File: config.mk
export PLATFORM = sky130hd
export DESIGN_NAME = alarm_seq_ctrl_flat
export DESIGN_NICKNAME = d
export VERILOG_FILES = /design/src/rtl/alarm_seq_ctrl_if.sv /design/src/rtl/alarm_seq_ctrl.sv /design/src/flat_wrapper.sv
export SDC_FILE = /design/constraint.sdc
export NUM_CORES = 1
export LEC_CHECK = 0
export CAP_MARGIN = 0
export CORE_MARGIN = 2
export CORE_UTILIZATION = 50
export CTS_BUF_LIST = sky130_fd_sc_hd__clkbuf_16
export DETAILED_ROUTE_END_ITERATION = 16
export DONT_BUFFER_PORTS = 1
export PLACE_DENSITY = 0.73
export SYNTH_ARGS = -nofsm -noshare
export SYNTH_HDL_FRONTEND = slang
export SYNTH_SLANG_ARGS = --single-unit
File: constraint.sdc
create_clock -name clk -period 5.5 [get_ports clk]
set_input_delay 1.1 -clock clk [delete_from_list [all_inputs] [get_ports clk]]
set_output_delay 1.1 -clock clk [all_outputs]
set_load 0.005 [all_outputs]
File: src/rtl/alarm_seq_ctrl_if.sv
`default_nettype none
// ============================================================================
// Module   : alarm_seq_ctrl_if
// Purpose  : Counter-chain bus between the alarm sequencer and its counters.
// Revision : 1.0  initial release
// ============================================================================
interface alarm_seq_ctrl_if;
  logic       sec_z;
  logic       min_z;
  logic [6:0] sec_ct;
  logic [6:0] min_ct;
  logic [6:0] hr_ct;
  logic [6:0] amin_ct;
  logic [6:0] ahr_ct;
  logic       sec_en;
  logic       min_en;
  logic       hr_en;
  logic       amin_en;
  logic       ahr_en;
  logic       sec_clr;

  modport master (
    input  sec_z, min_z, sec_ct, min_ct, hr_ct, amin_ct, ahr_ct,
    output sec_en, min_en, hr_en, amin_en, ahr_en, sec_clr
  );

  modport slave (
    output sec_z, min_z, sec_ct, min_ct, hr_ct, amin_ct, ahr_ct,
    input  sec_en, min_en, hr_en, amin_en, ahr_en, sec_clr
  );
endinterface
`default_nettype wire

File: src/rtl/alarm_seq_ctrl.sv
`default_nettype none
// ============================================================================
// Module   : alarm_seq_ctrl
// Purpose  : Mode FSM, counter enable sequencing and buzzer control for an
//            alarm clock. Optional snooze support via ALARM_SNOOZE_EN.
// Revision : 1.0  initial release
// ============================================================================
module alarm_seq_ctrl #(
  parameter int BUZZ_SECS  = 10,
  parameter int SNOOZE_MIN = 5
) (
  input  logic             clk,
  input  logic             rst,
  input  logic             tick_i,
  input  logic             set_time_i,
  input  logic             set_alarm_i,
  input  logic             adv_min_i,
  input  logic             adv_hr_i,
  input  logic             alarm_on_i,
  input  logic             snooze_i,
  alarm_seq_ctrl_if.master cnt,
  output logic [1:0]       mode_o,
  output logic             buzz_o
);

  typedef enum logic [1:0] {
    ST_RUN       = 2'd0,
    ST_SET_TIME  = 2'd1,
    ST_SET_ALARM = 2'd2
  } state_e;

  localparam logic [6:0] BUZZ_LIM = 7'(BUZZ_SECS);

  state_e     state_q, state_d;
  logic       buzz_q, buzz_d;
  logic [6:0] buzz_tmr_q, buzz_tmr_d;
  logic       match_q;
  logic       adv_min_q, adv_hr_q;

  logic       w_match, w_buzz_set, w_timeout, w_hold_ok;
  logic       w_rise_min, w_rise_hr;
  logic [6:0] w_tmr_inc;

  assign w_match    = (cnt.min_ct == cnt.amin_ct) && (cnt.hr_ct == cnt.ahr_ct)
                   && (cnt.sec_ct == 7'd0);
  assign w_hold_ok  = alarm_on_i && (state_q == ST_RUN);
  assign w_buzz_set = w_match && !match_q && w_hold_ok;
  assign w_tmr_inc  = buzz_tmr_q + 7'd1;
  assign w_timeout  = buzz_q && tick_i && (w_tmr_inc == BUZZ_LIM);
  assign w_rise_min = adv_min_i && !adv_min_q;
  assign w_rise_hr  = adv_hr_i && !adv_hr_q;

`ifdef ALARM_SNOOZE_EN
  localparam logic [12:0] SNZ_LOAD = 13'(SNOOZE_MIN * 60);

  logic        snooze_q;
  logic        snz_pend_q, snz_pend_d;
  logic [12:0] snz_tmr_q, snz_tmr_d;
  logic        w_snz_rise;

  assign w_snz_rise = snooze_i && !snooze_q;
`else
  logic        unused_snooze_in;
  logic [12:0] unused_snooze_cfg;

  assign unused_snooze_in  = snooze_i;
  assign unused_snooze_cfg = 13'(SNOOZE_MIN);
`endif

  always_comb begin
    state_d    = ST_RUN;
    buzz_d     = buzz_q;
    buzz_tmr_d = buzz_tmr_q;
    if (set_time_i) begin
      state_d = ST_SET_TIME;
    end else if (set_alarm_i) begin
      state_d = ST_SET_ALARM;
    end

    if (buzz_q && tick_i) begin
      buzz_tmr_d = w_tmr_inc;
    end
    if (w_buzz_set) begin
      buzz_d     = 1'b1;
      buzz_tmr_d = 7'd0;
    end

`ifdef ALARM_SNOOZE_EN
    snz_pend_d = snz_pend_q;
    snz_tmr_d  = snz_tmr_q;
    if (snz_pend_q && tick_i) begin
      snz_tmr_d = snz_tmr_q - 13'd1;
      if (snz_tmr_q == 13'd1) begin
        snz_pend_d = 1'b0;
        buzz_d     = 1'b1;
        buzz_tmr_d = 7'd0;
      end
    end
    if (w_snz_rise && buzz_q) begin
      buzz_d     = 1'b0;
      buzz_tmr_d = 7'd0;
      snz_pend_d = 1'b1;
      snz_tmr_d  = SNZ_LOAD;
    end
    if (!w_hold_ok) begin
      snz_pend_d = 1'b0;
      snz_tmr_d  = 13'd0;
    end
`endif

    // Clearing conditions override any set decided above.
    if (!w_hold_ok || w_timeout) begin
      buzz_d     = 1'b0;
      buzz_tmr_d = 7'd0;
    end
  end

  always_ff @(posedge clk) begin
    if (rst) begin
      state_q    <= ST_RUN;
      buzz_q     <= 1'b0;
      buzz_tmr_q <= 7'd0;
      match_q    <= 1'b0;
      adv_min_q  <= 1'b0;
      adv_hr_q   <= 1'b0;
`ifdef ALARM_SNOOZE_EN
      snooze_q   <= 1'b0;
      snz_pend_q <= 1'b0;
      snz_tmr_q  <= 13'd0;
`endif
    end else begin
      state_q    <= state_d;
      buzz_q     <= buzz_d;
      buzz_tmr_q <= buzz_tmr_d;
      match_q    <= w_match;
      adv_min_q  <= adv_min_i;
      adv_hr_q   <= adv_hr_i;
`ifdef ALARM_SNOOZE_EN
      snooze_q   <= snooze_i;
      snz_pend_q <= snz_pend_d;
      snz_tmr_q  <= snz_tmr_d;
`endif
    end
  end

  logic w_sec_en, w_min_en, w_hr_en, w_amin_en, w_ahr_en, w_sec_clr;

  always_comb begin
    w_sec_en  = 1'b0;
    w_min_en  = 1'b0;
    w_hr_en   = 1'b0;
    w_amin_en = 1'b0;
    w_ahr_en  = 1'b0;
    w_sec_clr = 1'b0;
    if (!rst) begin
      case (state_q)
        ST_RUN: begin
          w_sec_en = tick_i;
          w_min_en = tick_i && cnt.sec_z;
          w_hr_en  = tick_i && cnt.sec_z && cnt.min_z;
        end
        ST_SET_TIME: begin
          w_sec_clr = 1'b1;
          w_min_en  = w_rise_min;
          w_hr_en   = w_rise_hr;
        end
        ST_SET_ALARM: begin
          w_sec_en  = tick_i;
          w_min_en  = tick_i && cnt.sec_z;
          w_hr_en   = tick_i && cnt.sec_z && cnt.min_z;
          w_amin_en = w_rise_min;
          w_ahr_en  = w_rise_hr;
        end
        default: begin
          w_sec_en = 1'b0;
        end
      endcase
    end
  end

  assign cnt.sec_en  = w_sec_en;
  assign cnt.min_en  = w_min_en;
  assign cnt.hr_en   = w_hr_en;
  assign cnt.amin_en = w_amin_en;
  assign cnt.ahr_en  = w_ahr_en;
  assign cnt.sec_clr = w_sec_clr;
  assign mode_o      = state_q;
  assign buzz_o      = buzz_q;

endmodule
`default_nettype wire

File: src/flat_wrapper.sv
// flat-port wrapper written by rule: the top's interface ports become plain ports
module alarm_seq_ctrl_flat 
#(
  parameter int BUZZ_SECS  = 10,
  parameter int SNOOZE_MIN = 5
)
  (clk, rst, tick_i, set_time_i, set_alarm_i, adv_min_i, adv_hr_i, alarm_on_i, snooze_i, mode_o, buzz_o, cnt_sec_z, cnt_min_z, cnt_sec_ct, cnt_min_ct, cnt_hr_ct, cnt_amin_ct, cnt_ahr_ct, cnt_sec_en, cnt_min_en, cnt_hr_en, cnt_amin_en, cnt_ahr_en, cnt_sec_clr);
  alarm_seq_ctrl_if cnt_i ();
  input  logic clk;
  input  logic rst;
  input  logic tick_i;
  input  logic set_time_i;
  input  logic set_alarm_i;
  input  logic adv_min_i;
  input  logic adv_hr_i;
  input  logic alarm_on_i;
  input  logic snooze_i;
  output logic [1:0] mode_o;
  output logic buzz_o;
  input wire logic [$bits(cnt_i.sec_z)-1:0] cnt_sec_z;
  input wire logic [$bits(cnt_i.min_z)-1:0] cnt_min_z;
  input wire logic [$bits(cnt_i.sec_ct)-1:0] cnt_sec_ct;
  input wire logic [$bits(cnt_i.min_ct)-1:0] cnt_min_ct;
  input wire logic [$bits(cnt_i.hr_ct)-1:0] cnt_hr_ct;
  input wire logic [$bits(cnt_i.amin_ct)-1:0] cnt_amin_ct;
  input wire logic [$bits(cnt_i.ahr_ct)-1:0] cnt_ahr_ct;
  output wire logic [$bits(cnt_i.sec_en)-1:0] cnt_sec_en;
  output wire logic [$bits(cnt_i.min_en)-1:0] cnt_min_en;
  output wire logic [$bits(cnt_i.hr_en)-1:0] cnt_hr_en;
  output wire logic [$bits(cnt_i.amin_en)-1:0] cnt_amin_en;
  output wire logic [$bits(cnt_i.ahr_en)-1:0] cnt_ahr_en;
  output wire logic [$bits(cnt_i.sec_clr)-1:0] cnt_sec_clr;
  assign cnt_i.sec_z = cnt_sec_z;
  assign cnt_i.min_z = cnt_min_z;
  assign cnt_i.sec_ct = cnt_sec_ct;
  assign cnt_i.min_ct = cnt_min_ct;
  assign cnt_i.hr_ct = cnt_hr_ct;
  assign cnt_i.amin_ct = cnt_amin_ct;
  assign cnt_i.ahr_ct = cnt_ahr_ct;
  assign cnt_sec_en = cnt_i.sec_en;
  assign cnt_min_en = cnt_i.min_en;
  assign cnt_hr_en = cnt_i.hr_en;
  assign cnt_amin_en = cnt_i.amin_en;
  assign cnt_ahr_en = cnt_i.ahr_en;
  assign cnt_sec_clr = cnt_i.sec_clr;
  alarm_seq_ctrl #(.BUZZ_SECS(BUZZ_SECS), .SNOOZE_MIN(SNOOZE_MIN)) u_core (.clk(clk), .rst(rst), .tick_i(tick_i), .set_time_i(set_time_i), .set_alarm_i(set_alarm_i), .adv_min_i(adv_min_i), .adv_hr_i(adv_hr_i), .alarm_on_i(alarm_on_i), .snooze_i(snooze_i), .cnt(cnt_i), .mode_o(mode_o), .buzz_o(buzz_o));
endmodule
==> impl_metrics.py <==
metrics = {
    "status": {
        "status": "complete, no violations",
    },
    "floorplan": {
        "core-area_um2": 1670,
        "dieArea_um2": 2078,
        "die_h_um": 45.59,
        "pin_count": 55,
        "rows": 15,
        "floorplan.initialDensity_pct": 51.76,
        "die_width_um": 45.59,
    },
    "yosys": {
        "yosys_most_used_dff": "sky130_fd_sc_hd__dfxtp_1",
        "synth_cells": 103,
        "synth.ff_latch_count": 13,
        "synth_top_family_by_area": "simple AND/OR/NAND/NOR gates",
        "adder_cell_share_of_the_synthesized_area_pct": 2.894,
        "synth_largest_area_cell": "sky130_fd_sc_hd__dfxtp_1",
        "yosys-top-cells-count": "sky130_fd_sc_hd__xor2_1 (18), sky130_fd_sc_hd__dfxtp_1 (13), sky130_fd_sc_hd__nor2_1 (11)",
        "post-synth-top-count-cell": "sky130_fd_sc_hd__xor2_1",
        "ys_seq_area_share_pct": 30.10,
        "synth_compound_gate_area_share_pct": 5.065,
        "synth.area.mux_share_pct": 0,
        "post_synthesis_share_of_cell_area_spent_on_and_or_nand_and_nor_gates_pct": 34.44,
        "netlist_area_um2": 864.6,
        "ys_top_cells_by_area": "sky130_fd_sc_hd__dfxtp_1 (30%), sky130_fd_sc_hd__xor2_1 (18%), sky130_fd_sc_hd__xnor2_1 (7.1%)",
        "synth.lib_cells_used.distinct": 25,
        "post_synth.cell_area_avg_um2": 8.394,
        "synthXorXnorAreaFrac_pct": 25.33,
        "synth_async_sr_flop_share_pct": 0,
        "yosysWarnings": 0,
        "post-synth-top-area-fraction_pct": 30.10,
        "synth.net_count": 151,
        "edff_count_synth": 0,
    },
    "power": {
        "power_density_nw_per_um2": 257.9,
        "static-leakage-power_uw": 0.0003424,
        "fin_total_pwr_uw": 246.8,
        "worst_ir_drop_vdd_v": 0.00009770,
    },
    "critical_path": {
        "r2r_start": "u_core.buzz_tmr_q[0]",
        "critPathArrivalTime_ps": 1590,
        "timing.critical_path.max_delay_family": "simple AND/OR/NAND/NOR gates",
        "worst_ep_required_ps": 4400,
        "r2r_cells": 6,
        "timing.critical_path.buf_inv": 0,
        "setup_slack_of_the_worst_register_to_register_path_ps": 3520,
        "timing.critical_path.slowest_stage_cell": "sky130_fd_sc_hd__nor2_1",
        "path_max_fanout": 9,
        "worstPathCellList": "nor2_1 > and3_1",
        "timing.rr.end": "u_core.buzz_tmr_q[1]",
        "max_stage_delay_ps": 250,
        "critPathKind": "in -> out",
        "critical_path.endpoint_type": "output pin",
        "crit_path_start_kind": "primary input",
    },
    "global_route": {
        "wire_length_of_the_first_global_routing_pass_um": 2753,
        "grt_overflow": 0,
        "grt_antenna_before_repair": 0,
        "grt_start_max_net_pins": 10,
        "grt_pass1_vias": 661,
        "track_usage_pct": 18.68,
    },
    "detailed_routing": {
        "detailedRoute.firstIterationViolations": 12,
        "detail_route.wirelength_um": 1721,
        "drt-pass1-iter-count": 4,
        "wire_per_inst_um": 14.11,
        "detailroute.via_count": 719,
        "post_route_ant_nets": 0,
        "drc_errors": 0,
        "vias_per_cell": 5.893,
    },
    "final_layout": {
        "drive_above_1_share_pct": 7.619,
        "syn2layout_area_growth_pct": 10.71,
        "fill_cells": 148,
        "layout.cell_area.non_filler_um2": 957.2,
        "design.final.nets": 154,
        "antenna_cells_inserted": 0,
    },
    "run": {
        "drv_cap": 0,
    },
    "sta": {
        "final_period_minus_worst_setup_slack_ps": 2690,
        "setup-violations-final": 0,
        "maxClockFrequency_mhz": 371.7,
        "timing.clock.skew_ps": 0.9888,
        "fin_crit_share_pct": 48.91,
        "max_slew_margin_pct": 56.46,
        "timing_worst_slew_pin_value_ps": 652.1,
        "report.final.slew_viol_count": 0,
        "finalHoldViolCount": 0,
        "sum_neg_setup_slack_ps": 0,
        "grt_setup_unrepaired": "false",
    },
    "placed_design": {
        "hpwl_after_dpl_um": 1362,
        "globalplace.congestion": 0.7533,
        "placed_area_um2": 878.3,
        "port-buffer-count": 0,
    },
    "clock_network": {
        "clock_tree.htree_level_count": 1,
        "worst_setup_hold_path_clk_slew_ps": 40,
        "clock_insertion_delay_worst_skew_ps": 240,
        "post_cts.resized_instances": 0,
        "cts-root-to-sink-buffers": 2,
        "post_cts_hold_buffer_count": 0,
        "cts.repair_timing.setup_buffer_count": 0,
        "clockRootBuffer": "sky130_fd_sc_hd__clkbuf_16",
        "cts_inserted_buffers": 3,
        "clock_tree_from_tritoncts": "done",
        "tritoncts_num_sinks": 13,
    },
    "hold_path": {
        "hold_path.class": "reg -> reg",
        "hold_path_end": "u_core.buzz_o",
        "worst_hold_startpoint": "u_core.buzz_o",
        "worst_hold_path.num_cells": 2,
    },
}
==> layout make-up <==
cell class              instances  area, um^2  area share, %
clock inverters                 1       3.754         0.3922
clock buffers                   3       75.07          7.843
flip-flops and latches         13       260.3          27.19
inverters                       3       11.26          1.176
well taps                      17       21.27          2.222
multi-input cells              85       585.6          61.18
==> cell families after synthesis <==
group / count (synthesis)
compound gates: 5
xor+xnor: 25
flops: 13
buf+inv: 5
simple gates: 53
fa+ha+maj: 2
==> state kept, by name (all words and copies together), names as in the netlist <==
register,flops
u_core.adv_hr_q,1
u_core.adv_min_q,1
u_core.buzz_o,1
u_core.buzz_tmr_q,7
u_core.match_q,1
u_core.mode_o,2
==> where the power goes <==
group | switching [uW] | internal (uW)
registers | 1.24 | 96.1
clock network | 37.5 | 95.6
logic | 7.37 | 9.08
total | 46.1 | 201
==> worst max-delay path by stage <==
stage,slack (ps),startpoint,depth (start not counted),to
finish,2810,rst,2,cnt_amin_en
global route,2780,rst,2,cnt_amin_en
CTS,2800,rst,2,cnt_amin_en
detailed placement,2800,cnt_sec_ct[1],5,u_core.buzz_o
global placement,2820,cnt_sec_ct[1],5,u_core.buzz_o
floorplan,2760,rst,3,cnt_ahr_en
==> cell usage in the layout (no fill, tap or decap), drive strengths merged, types with 4 or more instances in the layout <==
cell type / count
dfxtp: 13
inv: 4
nor4: 4
xor2: 18
xnor2: 7
nand2: 5
nor2: 11
nor3: 7
nor2b: 8
nand3: 5
==> worst min-delay path: stages, from the launching register on <==
cell and delay, ps:
sky130_fd_sc_hd__dfxtp_1 360, sky130_fd_sc_hd__inv_1 90, sky130_fd_sc_hd__a21oi_2 50
==> per-stage QoR <==
| step | hold slack, ps | utilization [%] | cells | setup slack, ps |
|---|---|---|---|---|
| final | 547.9 | 57.30 | 122 | 2810 |
| after global routing | 577.0 | 57.30 | 122 | 2784 |
| after floorplan | 493.7 | - | 103 | 2763 |
| after detailed placement | 535.6 | 52.58 | 118 | 2802 |
| after CTS | 551.7 | 57.30 | 122 | 2797 |
| after global placement | 517.7 | 52.58 | 118 | 2823 |
==> per-layer routing <==
layer / up-vias / GRT usage, % / part of all wire (%)
met5: - / 0 / 0
li1: 357 / - / -
met1: 318 / 21.24 / 38
met4: 0 / 8.824 / 1.6
met3: 4 / 4.365 / 8.5
met2: 40 / 32.39 / 52
Note: power is estimated with default switching activity, not from simulation.
